==> src/rtl/pipelined_addsub.sv <==
// pipelined_addsub: CHUNK-sliced pipelined adder/subtractor with valid/ready handshake and flags
module pipelined_addsub #(
    parameter int WIDTH = 32,
    parameter int CHUNK = 8
) (
    input  logic             clk,
    input  logic             rst,
    input  logic             in_valid,
    output logic             in_ready,
    input  logic [WIDTH-1:0] a,
    input  logic [WIDTH-1:0] b,
    input  logic             sub,
    input  logic             cin,
    output logic             out_valid,
    input  logic             out_ready,
    output logic [WIDTH-1:0] sum,
    output logic             cout,
    output logic             ovf,
    output logic             zero
);
    localparam int STAGES = WIDTH / CHUNK;

    logic adv;

    assign adv      = !out_valid || out_ready;
    assign in_ready = adv;

    if (CHUNK < 1 || WIDTH % CHUNK != 0) begin : g_bad_params
        $error("pipelined_addsub: WIDTH must be a positive multiple of CHUNK");
    end

    for (genvar i = 0; i < STAGES; i++) begin : g_stage
        logic [WIDTH-1:i*CHUNK]   pa;
        logic [WIDTH-1:i*CHUNK]   pb;
        logic                     pc;
        logic                     pv;
        logic [CHUNK:0]           sl;
        logic [(i+1)*CHUNK-1:0]   ns;
        logic [(i+1)*CHUNK-1:0]   qs;
        logic                     qc;
        logic                     qv;

        if (i == 0) begin : g_first
            assign pa = a;
            assign pb = sub ? ~b : b;
            assign pc = cin ^ sub;
            assign pv = in_valid;
            assign ns = sl[CHUNK-1:0];
        end else begin : g_next
            assign pa = g_stage[i-1].g_fwd.qa;
            assign pb = g_stage[i-1].g_fwd.qb;
            assign pc = g_stage[i-1].qc;
            assign pv = g_stage[i-1].qv;
            assign ns = {sl[CHUNK-1:0], g_stage[i-1].qs};
        end

        assign sl = {1'b0, pa[i*CHUNK +: CHUNK]} + {1'b0, pb[i*CHUNK +: CHUNK]} + {{CHUNK{1'b0}}, pc};

        // register this slice's sum, its carry and the valid bit; everything holds on stall
        always_ff @(posedge clk) begin
            if (rst) begin
                qv <= 1'b0;
                qc <= 1'b0;
                qs <= '0;
            end else if (adv) begin
                qv <= pv;
                qc <= sl[CHUNK];
                qs <= ns;
            end
        end

        if (i < STAGES - 1) begin : g_fwd
            logic [WIDTH-1:(i+1)*CHUNK] qa;
            logic [WIDTH-1:(i+1)*CHUNK] qb;

            // carry only the operand slices still waiting to be summed
            always_ff @(posedge clk) begin
                if (rst) begin
                    qa <= '0;
                    qb <= '0;
                end else if (adv) begin
                    qa <= pa[WIDTH-1:(i+1)*CHUNK];
                    qb <= pb[WIDTH-1:(i+1)*CHUNK];
                end
            end
        end else begin : g_out
            // flags come from the final slice and are registered alongside the sum
            always_ff @(posedge clk) begin
                if (rst) begin
                    ovf  <= 1'b0;
                    zero <= 1'b0;
                end else if (adv) begin
                    ovf  <= (pa[WIDTH-1] == pb[WIDTH-1]) && (sl[CHUNK-1] != pa[WIDTH-1]);
                    zero <= ~|ns;
                end
            end
        end
    end

    assign out_valid = g_stage[STAGES-1].qv;
    assign sum       = g_stage[STAGES-1].qs;
    assign cout      = g_stage[STAGES-1].qc;
endmodule

==> config.mk <==
export PLATFORM = sky130hd
export DESIGN_NAME = pipelined_addsub
export DESIGN_NICKNAME = d
export VERILOG_FILES = /design/src/rtl/pipelined_addsub.sv
export SDC_FILE = /design/constraint.sdc
export NUM_CORES = 1
export LEC_CHECK = 0
export ABC_CLOCK_PERIOD_IN_PS = 3250
export BUFFER_PORTS_ARGS = -buffer_cell sky130_fd_sc_hd__buf_2
export CAP_MARGIN = 20
export CORE_MARGIN = 4
export CORE_UTILIZATION = 35
export DETAILED_ROUTE_END_ITERATION = 10
export PLACE_DENSITY = 0.56
export SLEW_MARGIN = 20
export SYNTH_ARGS = -nofsm -noshare
export SYNTH_HDL_FRONTEND = slang
export SYNTH_SLANG_ARGS = --single-unit
==> constraint.sdc <==
create_clock -name clk -period 3.25 [get_ports clk]
set_clock_uncertainty 0.1 [all_clocks]
set_input_delay 0.65 -clock clk [delete_from_list [all_inputs] [get_ports clk]]
set_output_delay 0.65 -clock clk [all_outputs]
set_load 0.01 [all_outputs]
==> flow_summary.toml <==
[floorplanning]
coreArea_um2 = 22000
dieArea_um2 = 25000
die_y_um = 158
io_pins = 107
row_count = 54
die_x_um = 158
initial_core_util_pct = 35.9

[global_routing]
grt_antenna_before_repair = 0
track_usage_pct = 14.6
grt_max_degree = 134
grt_pass1_wl_um = 29600
grt.overflow.total = 0
grt_pass1_vias = 5865

[worst_hold_path]
hold_path_class = "flop to flop"

[worst_setup_path]
cp_max_fo = 2
crit_arrival_ps = 3260
critPathLaunchType = "flop"
required_ps = 3500
cp-end-kind = "flop"
critical_path_class = "flop to flop"

[sta]
totalNegativeSetupSlack_ps = 0
finalSetupViolations = 0
finalMaxSlewViolations = 0
fin_ws_ps = 246
worst_slew_pin_slew_ps = 758
finalCritPeriodShare_pct = 92.4
rsz0062_at_grt = "false"
clock.fmax_mhz = 333
min_period_ps = 3000
final_hold_viol_count = 0
slew_headroom_pct = 49.5

[clock_network]
tritoncts = "done"
cts_max_path_buffers = 2
clk_pin_slew_ps = 70
ctsResizeCount = 0
post-cts-setup-buffers = 0
cts_buffers = 17
cts.sinks = 186
clkLatencyLatePin_ps = 430
clock-root-buffer = "clkbuf_16"
cts_max_level = 4
ctsHoldBuffers = 0

[power_and_ir_drop]
combPwrFrac_pct = 10.7
p_clk_share_pct = 40.9
power_switching_mw = 1.29
leakagePower_nw = 3.89
p_seq_share_pct = 48.4
p_per_area_nw_per_um2 = 564
switching_share_pct = 24.7
power.internal_mw = 3.93
peakVddDrop_v = 0.000272

[synth]
synth.yosys.warnings = 0
synth.net_count = 1074
avgSynthCellArea_um2 = 8.14
yosys.area.top_type = "dfxtp_1"
ys_types = 34
synth_top_area_share_pct = 47.3
synth.ff_latch_count = 186
synth_edf_count = 0
netlist_area_um2 = 7880
synth_top_cells_by_area = "dfxtp_1, nand2_1, a21oi_1"
synth_ff_type = "dfxtp_1"
ys_seq_area_share_pct = 47.3
synthArstFlopShare_pct = 0
syn_inst = 968

[placed_design]
hpwl_um = 12300
post_dp_cell_area_um2 = 8640
gp_congestion = 0.782
port_buffers = 106
pre_cts_ws_ps = 216

[layout]
synthToLayoutAreaGrowth_pct = 17.4
fill_cells = 2256
fin_area_um2 = 9250
num_antenna_cells = 0
final_nets = 1144
drive_above_1_share_pct = 14.5

[route]
dr.pass1.iters = 4
vias = 6305
antenna_left = 0
drt-vias-per-instance = 4.74
drc = 0
drt_iter0_markers = 328
wl_per_cell_um = 13.5
drt_wl_total_um = 17900

[outcome]
status = "completed"

[flow_run]
cap_violations = 0
path summary, 6_finish.rpt:
check	from	end	slack (ps)	depth (start not counted)
min	sum[24]	sum[24]	350	2
max reg2reg	g_stage[2].qc	zero	250	8
max	g_stage[2].qc	zero	250	8
min reg2reg	sum[24]	sum[24]	350	2
layout make-up:
class | count | area (µm²) | share of cell area, %
sequential | 186 | 3720 | 40.2
inverter | 16 | 65.1 | 0.703
clock inverter | 13 | 168 | 1.81
clock buffer | 19 | 443 | 4.79
timing repair buffer | 118 | 652 | 7.05
multi-input combinational | 699 | 3850 | 41.6
tap | 280 | 350 | 3.79
cells in the mapped netlist (9+ instances only):
| library cell | count |
|---|---|
| nor3_1 | 10 |
| xor2_1 | 16 |
| a21o_1 | 9 |
| buf_1 | 9 |
| ha_1 | 28 |
| clkbuf_1 | 58 |
| a211oi_1 | 37 |
| a21oi_1 | 153 |
| inv_1 | 16 |
| dfxtp_1 | 186 |
| nand3b_1 | 10 |
| nor2_1 | 40 |
| xnor2_1 | 35 |
| o21ai_0 | 9 |
| nand2_1 | 296 |
flip-flops by register name, indices dropped and copies added, names as in the netlist:
| name | cells |
|---|---|
| g_stage.qv | 3 |
| g_stage.g_fwd.qb | 48 |
| cout | 1 |
| out_valid | 1 |
| zero | 1 |
| g_stage.g_fwd.qa | 48 |
| ovf | 1 |
| g_stage.qc | 3 |
| sum | 32 |
| g_stage.qs | 48 |
per-stage QoR:
stage,std cells,total power [mW],util (%),hold WS (ps)
final,1331,5.22,42.1,346
after global routing,1331,5.48,42.1,349
after CTS,1331,5.30,42.1,339
after detailed placement,1299,3.14,39.4,340
after global placement,1299,3.14,39.4,336
after floorplan,968,2.95,-,332
routing by layer:
layer,track usage [%],wire [µm]
met1,22.1,9650
met2,20.8,7350
met3,2.76,731
met4,4.63,195
met5,0,0
power by group through the flow:
stage	logic, mW	clock network [mW]	registers [mW]
CTS	0.569	2.20	2.53
global placement	0.561	0	2.58
floorplan	0.392	0	2.56
global route	0.640	2.29	2.55
finish	0.557	2.13	2.53
detailed placement	0.564	0	2.58
kinds of logic after synthesis:
group                    after synthesis  synth area share [%]
AND/OR/NAND/NOR                      384                  19.9
flip-flops                           186                  47.3
adder cells (fa/ha/maj)               36                  6.48
AO/OA/AOI/OAI                        225                  16.3
XOR/XNOR                              51                  5.67
buffers and inverters                 83                  3.95
multiplexers                           3                 0.381
cells in the final DEF, fill, tap and decap left out, types with 7 or more instances in the layout:
cell       count
dfxtp_1      186
or3_1          7
xor2_1        16
o21ai_0        9
buf_2        105
a21o_1         9
fa_1           8
nand3b_1      10
ha_1          28
xnor2_1       35
nor2_1        40
buf_4         10
nand2_1      296
inv_1         15
a21oi_1      153
nor4_1         7
nor3_1        10
a211oi_1      37
clkbuf_16     17
worst max-delay path, cell delays in order, from the launching register on:
cell,delay (ps)
dfxtp_1,330
fa_1,460
fa_1,430
a211o_1,300
o21ai_2,70
xnor2_1,90
or4_1,530
or4b_1,500
a21oi_1,130
(Power assumes the default switching activity.)
